`src/rtl/seq_restoring_divider.sv`:
```
// Multi-cycle unsigned restoring divider: one quotient bit per clock,
// valid/ready handshake on both operand input and result output.
module seq_restoring_divider #(
   parameter int unsigned WIDTH = 6
) (
   input  logic             clk,
   input  logic             rst_n,
   input  logic             in_valid,
   output logic             in_ready,
   input  logic [WIDTH-1:0] dividend,
   input  logic [WIDTH-1:0] divisor,
   output logic             out_valid,
   input  logic             out_ready,
   output logic [WIDTH-1:0] quotient,
   output logic [WIDTH-1:0] remainder,
   output logic             div_by_zero
);

   localparam int unsigned CW = (WIDTH > 2) ? $clog2(WIDTH) : 1;

   typedef enum logic [1:0] {
      S_IDLE = 2'd0,
      S_CALC = 2'd1,
      S_DONE = 2'd2
   } state_e;

   state_e           state_q,     state_d;
   logic [CW-1:0]    cnt_q,       cnt_d;
   logic [WIDTH-1:0] rem_q,       rem_d;
   logic [WIDTH-1:0] quo_q,       quo_d;
   logic [WIDTH-1:0] dreg_q,      dreg_d;
   logic [WIDTH-1:0] quotient_q,  quotient_d;
   logic [WIDTH-1:0] remainder_q, remainder_d;
   logic             dbz_q,       dbz_d;
   logic             in_ready_q,  in_ready_d;
   logic             out_valid_q, out_valid_d;

   // Partial remainder shifted left by one with the next dividend bit, and
   // the WIDTH+1-bit trial subtraction whose MSB is the borrow.
   logic [WIDTH:0]   shifted;
   logic [WIDTH:0]   trial;
   logic             borrow;

   assign shifted = {rem_q, quo_q[WIDTH-1]};
   assign trial   = shifted - {1'b0, dreg_q};
   assign borrow  = trial[WIDTH];

   // Next-state and datapath update
   always_comb begin
      state_d     = state_q;
      cnt_d       = cnt_q;
      rem_d       = rem_q;
      quo_d       = quo_q;
      dreg_d      = dreg_q;
      quotient_d  = quotient_q;
      remainder_d = remainder_q;
      dbz_d       = dbz_q;

      case (state_q)
         S_IDLE: begin
            if (in_valid && in_ready_q) begin
               quo_d  = dividend;
               dreg_d = divisor;
               rem_d  = '0;
               cnt_d  = CW'(WIDTH - 1);
               if (divisor == '0) begin
                  state_d     = S_DONE;
                  quotient_d  = '1;
                  remainder_d = dividend;
                  dbz_d       = 1'b1;
               end else begin
                  state_d = S_CALC;
               end
            end
         end
         S_CALC: begin
            rem_d = borrow ? shifted[WIDTH-1:0] : trial[WIDTH-1:0];
            quo_d = {quo_q[WIDTH-2:0], ~borrow};
            if (cnt_q == '0) begin
               state_d     = S_DONE;
               quotient_d  = quo_d;
               remainder_d = rem_d;
               dbz_d       = 1'b0;
            end else begin
               cnt_d = cnt_q - CW'(1);
            end
         end
         S_DONE: begin
            if (out_valid_q && out_ready) begin
               state_d = S_IDLE;
            end
         end
         default: begin
            state_d = S_IDLE;
         end
      endcase

      in_ready_d  = (state_d == S_IDLE);
      out_valid_d = (state_d == S_DONE);
   end

   // State and output registers
   always_ff @(posedge clk or negedge rst_n) begin
      if (!rst_n) begin
         state_q     <= S_IDLE;
         cnt_q       <= '0;
         rem_q       <= '0;
         quo_q       <= '0;
         dreg_q      <= '0;
         quotient_q  <= '0;
         remainder_q <= '0;
         dbz_q       <= 1'b0;
         in_ready_q  <= 1'b1;
         out_valid_q <= 1'b0;
      end else begin
         state_q     <= state_d;
         cnt_q       <= cnt_d;
         rem_q       <= rem_d;
         quo_q       <= quo_d;
         dreg_q      <= dreg_d;
         quotient_q  <= quotient_d;
         remainder_q <= remainder_d;
         dbz_q       <= dbz_d;
         in_ready_q  <= in_ready_d;
         out_valid_q <= out_valid_d;
      end
   end

   assign in_ready    = in_ready_q;
   assign out_valid   = out_valid_q;
   assign quotient    = quotient_q;
   assign remainder   = remainder_q;
   assign div_by_zero = dbz_q;

endmodule

```
`config.mk`:
```
export PLATFORM = sky130hd
export DESIGN_NAME = seq_restoring_divider
export DESIGN_NICKNAME = d
export VERILOG_FILES = /design/src/rtl/seq_restoring_divider.sv
export SDC_FILE = /design/constraint.sdc
export NUM_CORES = 1
export LEC_CHECK = 0
export CELL_PAD_IN_SITES_DETAIL_PLACEMENT = 0
export CELL_PAD_IN_SITES_GLOBAL_PLACEMENT = 1
export CORE_UTILIZATION = 37
export CTS_CLUSTER_DIAMETER = 60
export CTS_CLUSTER_SIZE = 25
export DETAILED_ROUTE_END_ITERATION = 12
export GPL_TIMING_DRIVEN = 0
export PLACE_DENSITY = 0.77
export SETUP_SLACK_MARGIN = 0.4
export SYNTH_ARGS = -nofsm -noshare
export SYNTH_HDL_FRONTEND = slang
export SYNTH_SLANG_ARGS = --single-unit
```
`constraint.sdc`:
```
create_clock -name clk -period 2.3 [get_ports clk]
set_input_delay 0.345 -clock clk [delete_from_list [all_inputs] [get_ports clk]]
set_output_delay 0.345 -clock clk [all_outputs]
set_load 0.03 [all_outputs]
```
==> summary.txt <==
Power and ir drop
  – Clock power share: 15.4%
  – Pwr Density: 1780 nW/um2
  – Internal power: 2.71 mW
  – Leak: 1.13 nW
  – Worst ir drop on vdd: 0.757 mV
  – Combinational share of power: 58.5%
  – Switching power: 1.93 mW
  – Sw Ratio: 41.6%
  – Reg power frac: 26.1%

Detailed routing
  – Wirelength per Cell: 14.1 um
  – # DRC: 0
  – Routed Antenna Nets: 0
  – DR pass1 iterations: 4
  – Vias/cell: 4.98
  – Routed via count: 1559
  – Final WL: 4.42 mm
  – DRT iter0 DRCs: 49

Synthesis
  – Yosys cell types: 44
  – Synth Register Bits: 38
  – Xor/xnor share of the synthesized area: 1.35%
  – Post-synthesis mux area share: 5.26%
  – Synthesized cell area: 1950 um2
  – Synth Area in Simple Gates: 17.6%
  – Ys Warns: 0
  – Syn Area/Cell: 9.80 um2
  – Syn Nets: 224
  – Synth Area in Compound Gates: 16.1%
  – Cells after synthesis: 199
  – Synth Flop Type: dfrtp_1
  – Largest family of logic cells by synthesized area: simple AND/OR/NAND/NOR gates
  – Sequential area share after synthesis: 48.8%
  – Fraction of the mapped netlist area in adder cells: 6.16%
  – Post-synth EDFFs: 0
  – Async S/R FF share, synth: 100%

Placement
  – Post-DP HPWL: 3.14 mm
  – Port bufs: 30
  – Setup Slack @ Placement: -0.0414 ns
  – Placed cell areas: 2350 um2
  – GPL Wtd Cong: 0.777

Clock network
  – Worst-path clk slew: 0.08 ns
  – Hold bufs inserted after CTS: 0
  – CTS H-Tree Depth: 2
  – Clk buf depth: 2
  – Clk sinks: 38
  – CTS Root Cell: clkbuf_8
  – Total CTS buffers: 5
  – Worst-Skew Late Latency: 0.29 ns
  – CTS tree: done

STA
  – Final hold vios: 0
  – Max_slew headroom: 43.7%
  – Fin worst setup slack: 0.0496 ns
  – Final period utilization: 97.8%
  – Worst Tran Pin Value: 0.844 ns
  – Final setup violation count: 0
  – Minimum clock period: 2.25 ns
  – Peak Freq: 444 MHz
  – RSZ-0062 raised after global routing: yes
  – Setup_tns: 0 ns
  – Final Max Tran Viols: 0
  – Skew final: 0.00447 ns
  – Final hold slack: 0.149 ns

Floorplanning
  – Initial core utilization: 38.2%
  – Full die area: 5570 um2
  – # rows: 26
  – CORE AREA: 5110 um2
  – Die Height: 74.6 um
  – I/O pin cnt: 31
  – Die W: 74.6 um

Hold path
  – Hold Crit Class: input port to async pin

Critical path
  – Critical Path End Type: flop
  – Crit path DAT: 2.41 ns
  – CP most frequent cell: inv_2
  – Reg2Reg Setup Slack: 0.05 ns
  – Critical Path RT: 2.46 ns
  – Worst Setup Path Type: flop to flop
  – FF-to-FF Start: quo_q[5]$_DFFE_PN0P_
  – Crit path cell chain: inv_2 > ha_4 > inv_2 > fa_2 > a21o_1 > a2111oi_4 > nand4b_4 > mux2i_2 > o22ai_1
  – Worst r2r dst: rem_q[3]$_DFFE_PN0P_
  – Top Family by Delay on Critical Path: compound AO/OA/AOI/OAI gates
  – Register-to-Register Path Depth: 9
  – Crit path buf inv count: 2
  – Max stage delay cell, worst path: dfrtp_1
  – CP peak stage delay: 0.38 ns
  – Critical Path Start Type: flop
  – CP Max Fanout: 6

Global routing
  – Largest net degree at the start of global routing: 39
  – Initial antenna violation count: 0
  – First-pass GRT wire length: 7.36 mm
  – GRT overflow: 0
  – Gr usage total: 17.9%
  – Vias in the first global route: 1545

Cells and area
  – Most frequent cells in the layout: dfrtp_1 (37), clkdlybuf4s50_1 (29), nand2_1 (24)
  – Fin nets: 267
  – Ant diodes: 0
  – Post-route cell area: 2610 um2
  – Layout area overhead: 33.5%
  – Layout cells sized above 1: 16.9%
  – Most common cell after layout, fill and taps aside: dfrtp_1
  – Filler cells: 495

Flow run
  – Max Cap Violations: 0

Status
  – Status: finished, final reports clean
==> Yosys cell counts, drive strengths merged, types with 3 or more instances <==
cell | number | share of area [%]
nand2b | 3 | 0.96
ha | 8 | 5.1
o22a | 6 | 2.8
nand2 | 26 | 5.0
inv | 14 | 2.7
a21oi | 9 | 2.3
o22ai | 3 | 0.96
mux2i | 8 | 4.1
o21ai | 15 | 3.8
buf | 3 | 0.83
a21o | 3 | 1.2
clkbuf | 6 | 1.2
nand3 | 4 | 1.0
dfrtp | 37 | 47
nor2 | 20 | 3.8
==> what timing repair did <==
action,CTS,global route
buffers inserted,5,1
setup endpoints to repair,20,23
pin swaps,3,2
resized for setup,8,7
==> power by group through the flow <==
stage | clock [mW] | combinational [mW] | sequential (mW)
6_report | 0.713 | 2.72 | 1.21
5_1_grt | 0.756 | 3.00 | 1.25
4_1_cts | 0.723 | 2.68 | 1.21
3_5_place_dp | 0 | 2.42 | 1.22
3_3_place_gp | 0 | 2.38 | 1.21
2_1_floorplan | 0 | 1.52 | 1.43
==> how the worst max path moves through the flow <==
stage                          from                       end  slack (ns)  depth (start not counted)
3_3_place_gp                  rst_n     dreg_q[3]$_DFFE_PN0P_       -0.09                          1
6_report       quo_q[5]$_DFFE_PN0P_      rem_q[3]$_DFFE_PN0P_        0.05                          9
5_1_grt        quo_q[5]$_DFFE_PN0P_      rem_q[3]$_DFFE_PN0P_       -0.07                          9
2_1_floorplan  quo_q[5]$_DFFE_PN0P_  remainder[1]$_DFFE_PN0P_        0.12                          9
4_1_cts        quo_q[5]$_DFFE_PN0P_  remainder[1]$_DFFE_PN0P_        0.04                          9
3_5_place_dp   quo_q[5]$_DFFE_PN0P_  remainder[3]$_DFFE_PN0P_       -0.04                          9
==> layer usage <==
metal / vias to the layer above / global-route usage [%] / wire, um
met5: - / 0 / 0
met4: 0 / 4.40 / 36
met3: 4 / 4.15 / 157
met2: 24 / 28.1 / 2080
met1: 753 / 25.3 / 2150
li1: 778 / - / -
==> per-stage QoR <==
stage / instances / power (mW) / utilization [%]
floorplan: 199 / 2.95 / -
global placement: 299 / 3.60 / 46.2
detailed placement: 299 / 3.64 / 46.1
CTS: 312 / 4.61 / 50.3
global route: 313 / 5.00 / 51.0
finish: 313 / 4.64 / 51.0
==> final cells by class <==
| type | instances | area [um2] | area share, % |
|---|---|---|---|
| timing repair buffer | 36 | 348 | 13.4 |
| tap | 70 | 87.6 | 3.36 |
| clock inverter | 2 | 60.1 | 2.31 |
| multi-input combinational | 138 | 980 | 37.6 |
| sequential | 38 | 952 | 36.6 |
| buffer | 9 | 42.5 | 1.63 |
| clock buffer | 6 | 82.6 | 3.17 |
| inverter | 14 | 52.6 | 2.02 |
==> flip-flops by register name (all words and copies together) (netlist names) <==
register and cells:
cnt_q 3, out_valid 1, quotient 6, state_q 2
in_ready 1, dreg_q 6, remainder 6, quo_q 6
div_by_zero 1, rem_q 6
==> kinds of logic after synthesis <==
logic type / after synthesis
xor gates and xnor gates: 3
DFF: 38
AOI/OAI and AO/OA: 47
adders and majority gates: 9
and+or+nand+nor: 69
buffers and inverters: 23
muxes: 10
Power figures use the tool's default switching activity.
